--- src/rtl/ingreso_operando_param_if.sv ---
// Operand handshake between the digit-entry block and the ALU.
// The master presents a committed operand and holds it until the slave acks.
interface ingreso_operando_param_if #(
  parameter int NDIG = 4,
  parameter int NOPS = 2
);
  localparam int IW = $clog2(NOPS);

  logic [4*NDIG-1:0] operando_dato;
  logic [IW-1:0]     operando_idx;
  logic              operando_valido;
  logic              operando_ultimo;
  logic              operando_ack;

  modport master (
    output operando_dato,
    output operando_idx,
    output operando_valido,
    output operando_ultimo,
    input  operando_ack
  );

  modport slave (
    input  operando_dato,
    input  operando_idx,
    input  operando_valido,
    input  operando_ultimo,
    output operando_ack
  );
endinterface

--- src/rtl/ingreso_operando_param.sv ---
// Keypad digit entry: builds an NDIG-digit BCD number from key strobes and
// commits operands, in order, to the ALU over a valid/ack handshake.
//
// state   | meaning
// --------+------------------------------------------------------------
// ESPERAR | accepting key events (digits, backspace, clear, commit)
// VALIDO  | operand presented to the ALU; key events ignored and lost
module ingreso_operando_param #(
  parameter  int NDIG = 4,
  parameter  int NOPS = 2,
  localparam int CW   = $clog2(NDIG + 1),
  localparam int IW   = $clog2(NOPS)
) (
  input  logic                 clk,
  input  logic                 reset,
  input  logic                 ingreso_en,
  input  logic                 tecla_valida,
  input  logic [3:0]           tecla_codigo,
  output logic [4*NDIG-1:0]    numero,
  output logic [CW-1:0]        contador,
  output logic                 desborde,
  output logic                 actualizar,
  ingreso_operando_param_if.master alu
);

  typedef enum logic {ESPERAR, VALIDO} estado_t;

  estado_t           state_q, state_d;
  logic              tecla_prev;
  logic [4*NDIG-1:0] numero_q, numero_d;
  logic [CW-1:0]     contador_q, contador_d;
  logic              desborde_q, desborde_d;
  logic              actualizar_q, actualizar_d;
  logic [4*NDIG-1:0] dato_q, dato_d;
  logic [IW-1:0]     oidx_q, oidx_d;
  logic              valido_q, valido_d;
  logic [IW-1:0]     idx_q, idx_d;
  logic              evento;
  logic [4*NDIG-1:0] numero_desp;

  // Rising edge of the key strobe, only while entry is enabled and idle.
  assign evento = tecla_valida && !tecla_prev && ingreso_en && (state_q == ESPERAR);

  // Entry shifted one digit up with the new key code in the low nibble.
  always_comb begin
    numero_desp      = numero_q << 4;
    numero_desp[3:0] = tecla_codigo;
  end

  // Next-state and datapath update for key events and the ALU handshake.
  always_comb begin
    state_d      = state_q;
    numero_d     = numero_q;
    contador_d   = contador_q;
    desborde_d   = desborde_q;
    actualizar_d = 1'b0;
    dato_d       = dato_q;
    oidx_d       = oidx_q;
    valido_d     = valido_q;
    idx_d        = idx_q;
    case (state_q)
      ESPERAR: begin
        if (evento) begin
          if (tecla_codigo <= 4'd9) begin
            if (contador_q == CW'(NDIG)) begin
              desborde_d = 1'b1;
            end else begin
              actualizar_d = 1'b1;
              // A leading zero is acknowledged but does not occupy a digit.
              if ((contador_q != '0) || (tecla_codigo != 4'd0)) begin
                numero_d   = numero_desp;
                contador_d = contador_q + 1'b1;
              end
            end
          end else begin
            case (tecla_codigo)
              4'hA: begin
                numero_d     = numero_q >> 4;
                if (contador_q != '0) contador_d = contador_q - 1'b1;
                desborde_d   = 1'b0;
                actualizar_d = 1'b1;
              end
              4'hB: begin
                numero_d     = '0;
                contador_d   = '0;
                desborde_d   = 1'b0;
                actualizar_d = 1'b1;
              end
              4'hE: begin
                dato_d       = numero_q;
                oidx_d       = idx_q;
                valido_d     = 1'b1;
                numero_d     = '0;
                contador_d   = '0;
                desborde_d   = 1'b0;
                actualizar_d = 1'b1;
                state_d      = VALIDO;
              end
              default: ;
            endcase
          end
        end
      end
      VALIDO: begin
        if (alu.operando_ack) begin
          valido_d = 1'b0;
          state_d  = ESPERAR;
          idx_d    = (idx_q == IW'(NOPS - 1)) ? '0 : idx_q + 1'b1;
        end
      end
      default: state_d = ESPERAR;
    endcase
  end

  // State and datapath registers; reset drops any pending operand.
  always_ff @(posedge clk) begin
    if (reset) begin
      state_q      <= ESPERAR;
      tecla_prev   <= 1'b0;
      numero_q     <= '0;
      contador_q   <= '0;
      desborde_q   <= 1'b0;
      actualizar_q <= 1'b0;
      dato_q       <= '0;
      oidx_q       <= '0;
      valido_q     <= 1'b0;
      idx_q        <= '0;
    end else begin
      state_q      <= state_d;
      tecla_prev   <= tecla_valida;
      numero_q     <= numero_d;
      contador_q   <= contador_d;
      desborde_q   <= desborde_d;
      actualizar_q <= actualizar_d;
      dato_q       <= dato_d;
      oidx_q       <= oidx_d;
      valido_q     <= valido_d;
      idx_q        <= idx_d;
    end
  end

  assign numero              = numero_q;
  assign contador            = contador_q;
  assign desborde            = desborde_q;
  assign actualizar          = actualizar_q;
  assign alu.operando_dato   = dato_q;
  assign alu.operando_idx    = oidx_q;
  assign alu.operando_valido = valido_q;
  assign alu.operando_ultimo = valido_q && (oidx_q == IW'(NOPS - 1));

endmodule
--- src/flat_wrapper.sv ---
// flat-port wrapper written by rule: the top's interface ports become plain ports
module ingreso_operando_param_flat 
#(
  parameter  int NDIG = 4,
  parameter  int NOPS = 2,
  localparam int CW   = $clog2(NDIG + 1),
  localparam int IW   = $clog2(NOPS)
)
  (clk, reset, ingreso_en, tecla_valida, tecla_codigo, numero, contador, desborde, actualizar, alu_operando_dato, alu_operando_idx, alu_operando_valido, alu_operando_ultimo, alu_operando_ack);
  ingreso_operando_param_if #(.NDIG(NDIG), .NOPS(NOPS)) alu_i ();
  input  logic clk;
  input  logic reset;
  input  logic ingreso_en;
  input  logic tecla_valida;
  input  logic [3:0] tecla_codigo;
  output logic [4*NDIG-1:0] numero;
  output logic [CW-1:0] contador;
  output logic desborde;
  output logic actualizar;
  output wire logic [$bits(alu_i.operando_dato)-1:0] alu_operando_dato;
  output wire logic [$bits(alu_i.operando_idx)-1:0] alu_operando_idx;
  output wire logic [$bits(alu_i.operando_valido)-1:0] alu_operando_valido;
  output wire logic [$bits(alu_i.operando_ultimo)-1:0] alu_operando_ultimo;
  input wire logic [$bits(alu_i.operando_ack)-1:0] alu_operando_ack;
  assign alu_operando_dato = alu_i.operando_dato;
  assign alu_operando_idx = alu_i.operando_idx;
  assign alu_operando_valido = alu_i.operando_valido;
  assign alu_operando_ultimo = alu_i.operando_ultimo;
  assign alu_i.operando_ack = alu_operando_ack;
  ingreso_operando_param #(.NDIG(NDIG), .NOPS(NOPS)) u_core (.clk(clk), .reset(reset), .ingreso_en(ingreso_en), .tecla_valida(tecla_valida), .tecla_codigo(tecla_codigo), .numero(numero), .contador(contador), .desborde(desborde), .actualizar(actualizar), .alu(alu_i));
endmodule
--- config.mk ---
export PLATFORM = sky130hd
export DESIGN_NAME = ingreso_operando_param_flat
export DESIGN_NICKNAME = d
export VERILOG_FILES = /design/src/rtl/ingreso_operando_param_if.sv /design/src/rtl/ingreso_operando_param.sv /design/src/flat_wrapper.sv
export SDC_FILE = /design/constraint.sdc
export NUM_CORES = 1
export LEC_CHECK = 0
export CAP_MARGIN = 20
export CORE_MARGIN = 1
export CORE_UTILIZATION = 52
export DETAILED_ROUTE_END_ITERATION = 7
export GPL_ROUTABILITY_DRIVEN = 1
export GPL_TIMING_DRIVEN = 0
export PLACE_DENSITY_LB_ADDON = 0.1
export SLEW_MARGIN = 10
export SYNTH_ARGS = -nofsm -noshare
export SYNTH_HDL_FRONTEND = slang
export SYNTH_SLANG_ARGS = --single-unit
--- constraint.sdc ---
create_clock -name clk -period 3.9 [get_ports clk]
set_input_delay 0.585 -clock clk [delete_from_list [all_inputs] [get_ports clk]]
set_output_delay 0.585 -clock clk [all_outputs]
set_load 0.03 [all_outputs]
==> impl_metrics.json <==
{
  "cts_resized": 0,
  "critPathMaxFanout": 10,
  "wl_um": 4599,
  "grt_util_met1_pct": 31.83,
  "cp_top_family": "buffers and inverters",
  "fin_ws_ns": 1.731,
  "internal_power_w": 0.0006755,
  "clk_pin_slew_ns": 0.08,
  "grt_pass1_wl_um": 7645,
  "drv_cap": 0,
  "start_util_pct": 56.20,
  "switching_share_pct": 25.97,
  "nets": 286,
  "drc": 0,
  "period_share_pct": 55.61,
  "synth_fa_ha_area_share_pct": 1.926,
  "grtUsageMet2_pct": 40.59,
  "insertion_delay_ns": 0.29,
  "viasPerCell": 5.467,
  "cts_buffers": 5,
  "fp.dieH_um": 63.23,
  "multiInputGateArea_sq_mm": 0.001003,
  "clockRootBuffer": "clkbuf_8",
  "critPathCaptureType": "flop",
  "fill_cells": 295,
  "wl_per_cell_um": 14.33,
  "synthSimpleGateAreaFrac_pct": 24.78,
  "cts_hold_buf": 0,
  "cp.arrival_ns": 2.37,
  "grt_max_degree": 13,
  "rsz0062_at_grt": "no",
  "synthXorXnorAreaFrac_pct": 1.348,
  "worst_setup_path_start_kind": "input port",
  "worst_pin_slew_ns": 0.6711,
  "cp_num_buf_inv": 2,
  "leakage_nw": 0.8528,
  "portBuffers": 47,
  "power.switching_w": 0.0002370,
  "drive_above_1_share_pct": 14.91,
  "place_inst": 313,
  "ios": 49,
  "grt-ovfl-total": 0,
  "slew_headroom_pct": 55.26,
  "ant_nets": 0,
  "diodes": 0,
  "clk_path_buf_depth": 2,
  "cp_cell_sequence": "clkdlybuf4s50_1 -> nor2b_4 -> o221ai_4 -> a21oi_4 -> buf_6 -> nor2_2 -> a311oi_2",
  "dp_hpwl_um": 3262,
  "ir_drop_uv": 262.4,
  "cts_tree": "done",
  "maxSlewViolCount": 0,
  "syn_area_per_cell_sq_um": 8.861,
  "setup_tns_ns": 0,
  "cts_setup_buffers": 0,
  "cp.required_ns": 4.10,
  "first_iter_violations": 92,
  "syn_nets": 232,
  "htreeDepth": 2,
  "fp.dieW_um": 63.23,
  "yosysWarnings": 0,
  "gp_congestion": 0.7911,
  "finClkSkew_ns": 0.006866,
  "fmax_mhz": 461.1,
  "row_count": 21,
  "post-route-util_pct": 74.60,
  "finalSetupViolCount": 0,
  "grt_busiest_layer": "met2",
  "combinationalPowerShare_pct": 15.2,
  "worstSetupPathType": "in -> reg",
  "synth_compound_area_share_pct": 22.40,
  "seqCellArea_sq_um": 840.8,
  "cts.sinks": 42,
  "coreArea_sq_mm": 0.003468,
  "crit_path_max_incr_delay_ns": 0.63,
  "clkPwrFrac_pct": 35.0,
  "dieArea_sq_mm": 0.003997,
  "netlist_area_sq_mm": 0.001949,
  "final_cells": 321,
  "ys_seq_elements": 42,
  "vias": 1755,
  "pre_cts_slack_ns": 1.451,
  "synth_cell_types": 37,
  "grt_use_total_pct": 24.26,
  "seq_power_share_pct": 49.8,
  "fin_hold_ws_ns": 0.4564,
  "synth.area.mux_share_pct": 1.027,
  "synthesis.instances": 220,
  "yosysSeqAreaShare_pct": 43.13,
  "crit_slowest_cell": "clkdlybuf4s50_1",
  "synth_top_family_by_area": "simple AND/OR/NAND/NOR gates",
  "hold_path.class": "reg -> reg",
  "first_pass_iters": 4,
  "antenna_found_initial": 0,
  "status": "complete, no violations",
  "powerDensity_mw_per_mm2": 352.7,
  "hold_viol_final": 0,
  "met3_usage_pct": 4.891,
  "area_delta_synth_final_pct": 32.73,
  "min_period_ns": 2.169,
  "grt_pass1_vias": 1647
}
-- worst paths after layout --
kind / from / end / slack (ns) / cells after the start
setup / recovery: tecla_codigo[0] / u_core.numero[8]$_SDFFE_PP0P_ / 1.73 / 7
hold / removal: u_core.alu.operando_dato[11]$_SDFFE_PP0P_ / u_core.alu.operando_dato[11]$_SDFFE_PP0P_ / 0.46 / 2
setup reg to reg: u_core.contador[0]$_SDFFE_PP0P_ / u_core.numero[8]$_SDFFE_PP0P_ / 2.12 / 8
hold reg to reg: u_core.alu.operando_dato[11]$_SDFFE_PP0P_ / u_core.alu.operando_dato[11]$_SDFFE_PP0P_ / 0.46 / 2
-- worst register-to-register path: stages, from the launching register on --
cell and delay, ns:
dfxtp_1 0.40, inv_1 0.09, ha_1 0.25, nand2_1 0.12
o221ai_4 0.14, a21oi_4 0.20, buf_6 0.19, nor2_2 0.05
a311oi_2 0.26
-- per-stage QoR --
step	instance area [sq um]	power, W
finish	2587	0.0009125
global route	2587	0.0009525
CTS	2587	0.0009168
detailed placement	2477	0.0006013
global placement	2477	0.0005992
floorplan	1949	0.0005537
-- per-layer routing --
| layer | vias to the layer above | wire, um |
|---|---|---|
| met4 | 0 | 43 |
| met2 | 50 | 2195 |
| met3 | 7 | 204 |
| met1 | 831 | 2155 |
| li1 | 867 | - |
| met5 | - | 0 |
-- power groups by stage --
| stage | Clock [W] | Sequential (W) | Combinational [W] |
|---|---|---|---|
| floorplan | 0 | 0.000480 | 0.0000739 |
| global placement | 0 | 0.000463 | 0.000136 |
| detailed placement | 0 | 0.000464 | 0.000138 |
| CTS | 0.000325 | 0.000454 | 0.000138 |
| global route | 0.000348 | 0.000456 | 0.000149 |
| finish | 0.000320 | 0.000454 | 0.000139 |
-- state kept, by name (all words and copies together) (netlist names) --
register                    cells
u_core.alu.operando_idx         1
u_core.actualizar               1
u_core.desborde                 1
u_core.alu.operando_dato       16
u_core.alu.operando_valido      1
u_core.contador                 3
u_core.tecla_prev               1
u_core.state_q                  1
u_core.numero                  16
u_core.idx_q                    1
-- cells in the final DEF (no fill, tap or decap), drive strengths merged, types with 3 or more instances in the layout --
cell type      netlist  final
a311oi               9      9
inv                  3      3
nand3               14     14
dfxtp               42     42
clkbuf               7     15
clkdlybuf4s50        0     47
buf                  9      9
nor2                16     16
ha                   3      3
nand2               48     48
a21oi               31     31
nand2b               7      7
o21ai                3      3
nor2b                4      4
a211oi               5      5
-- cell type report --
| cell class | count | area share (%) |
|---|---|---|
| repair buffers | 47 | 18.18 |
| multi-input cells | 159 | 38.78 |
| clock buffers | 8 | 4.255 |
| plain buffers | 16 | 3.627 |
| inverters | 3 | 0.4352 |
| flip-flops and latches | 42 | 32.50 |
| well taps | 46 | 2.224 |
-- kinds of logic after synthesis --
kind of cell	Yosys count
adder cells (fa/ha/maj)	3
multiplexers	2
flip-flops	42
AO/OA/AOI/OAI	56
buffers and inverters	19
XOR/XNOR	3
AND/OR/NAND/NOR	95
-- cells in the mapped netlist --
master / n / share of area, %
nand2_1: 48 / 9.2
dfxtp_1: 42 / 43
a21oi_1: 29 / 7.4
nand3_1: 14 / 3.6
a311oi_2: 9 / 6.9
nor2_1: 9 / 1.7
clkbuf_1: 7 / 1.3
nand2b_1: 7 / 2.2
nor2_2: 7 / 2.2
a211oi_1: 5 / 1.9
buf_4: 4 / 1.5
buf_2: 3 / 0.77
ha_1: 3 / 1.9
inv_1: 3 / 0.58
nor2b_1: 3 / 0.96
a31oi_1: 2 / 0.64
buf_6: 2 / 1.2
mux2i_1: 2 / 1.0
o21ai_1: 2 / 0.51
xor2_1: 2 / 0.90
a21boi_0: 1 / 0.39
a21oi_2: 1 / 0.45
a21oi_4: 1 / 0.83
a22o_1: 1 / 0.45
and2_1: 1 / 0.32
and4_1: 1 / 0.45
and4bb_4: 1 / 0.83
nand4_2: 1 / 0.64
nand4bb_1: 1 / 0.58
nor2b_4: 1 / 0.71
nor4b_4: 1 / 1.2
o211ai_1: 1 / 0.39
o21a_1: 1 / 0.39
o21a_2: 1 / 0.45
o21ai_0: 1 / 0.26
o221ai_4: 1 / 1.3
xnor2_1: 1 / 0.45
(Power assumes the default switching activity.)
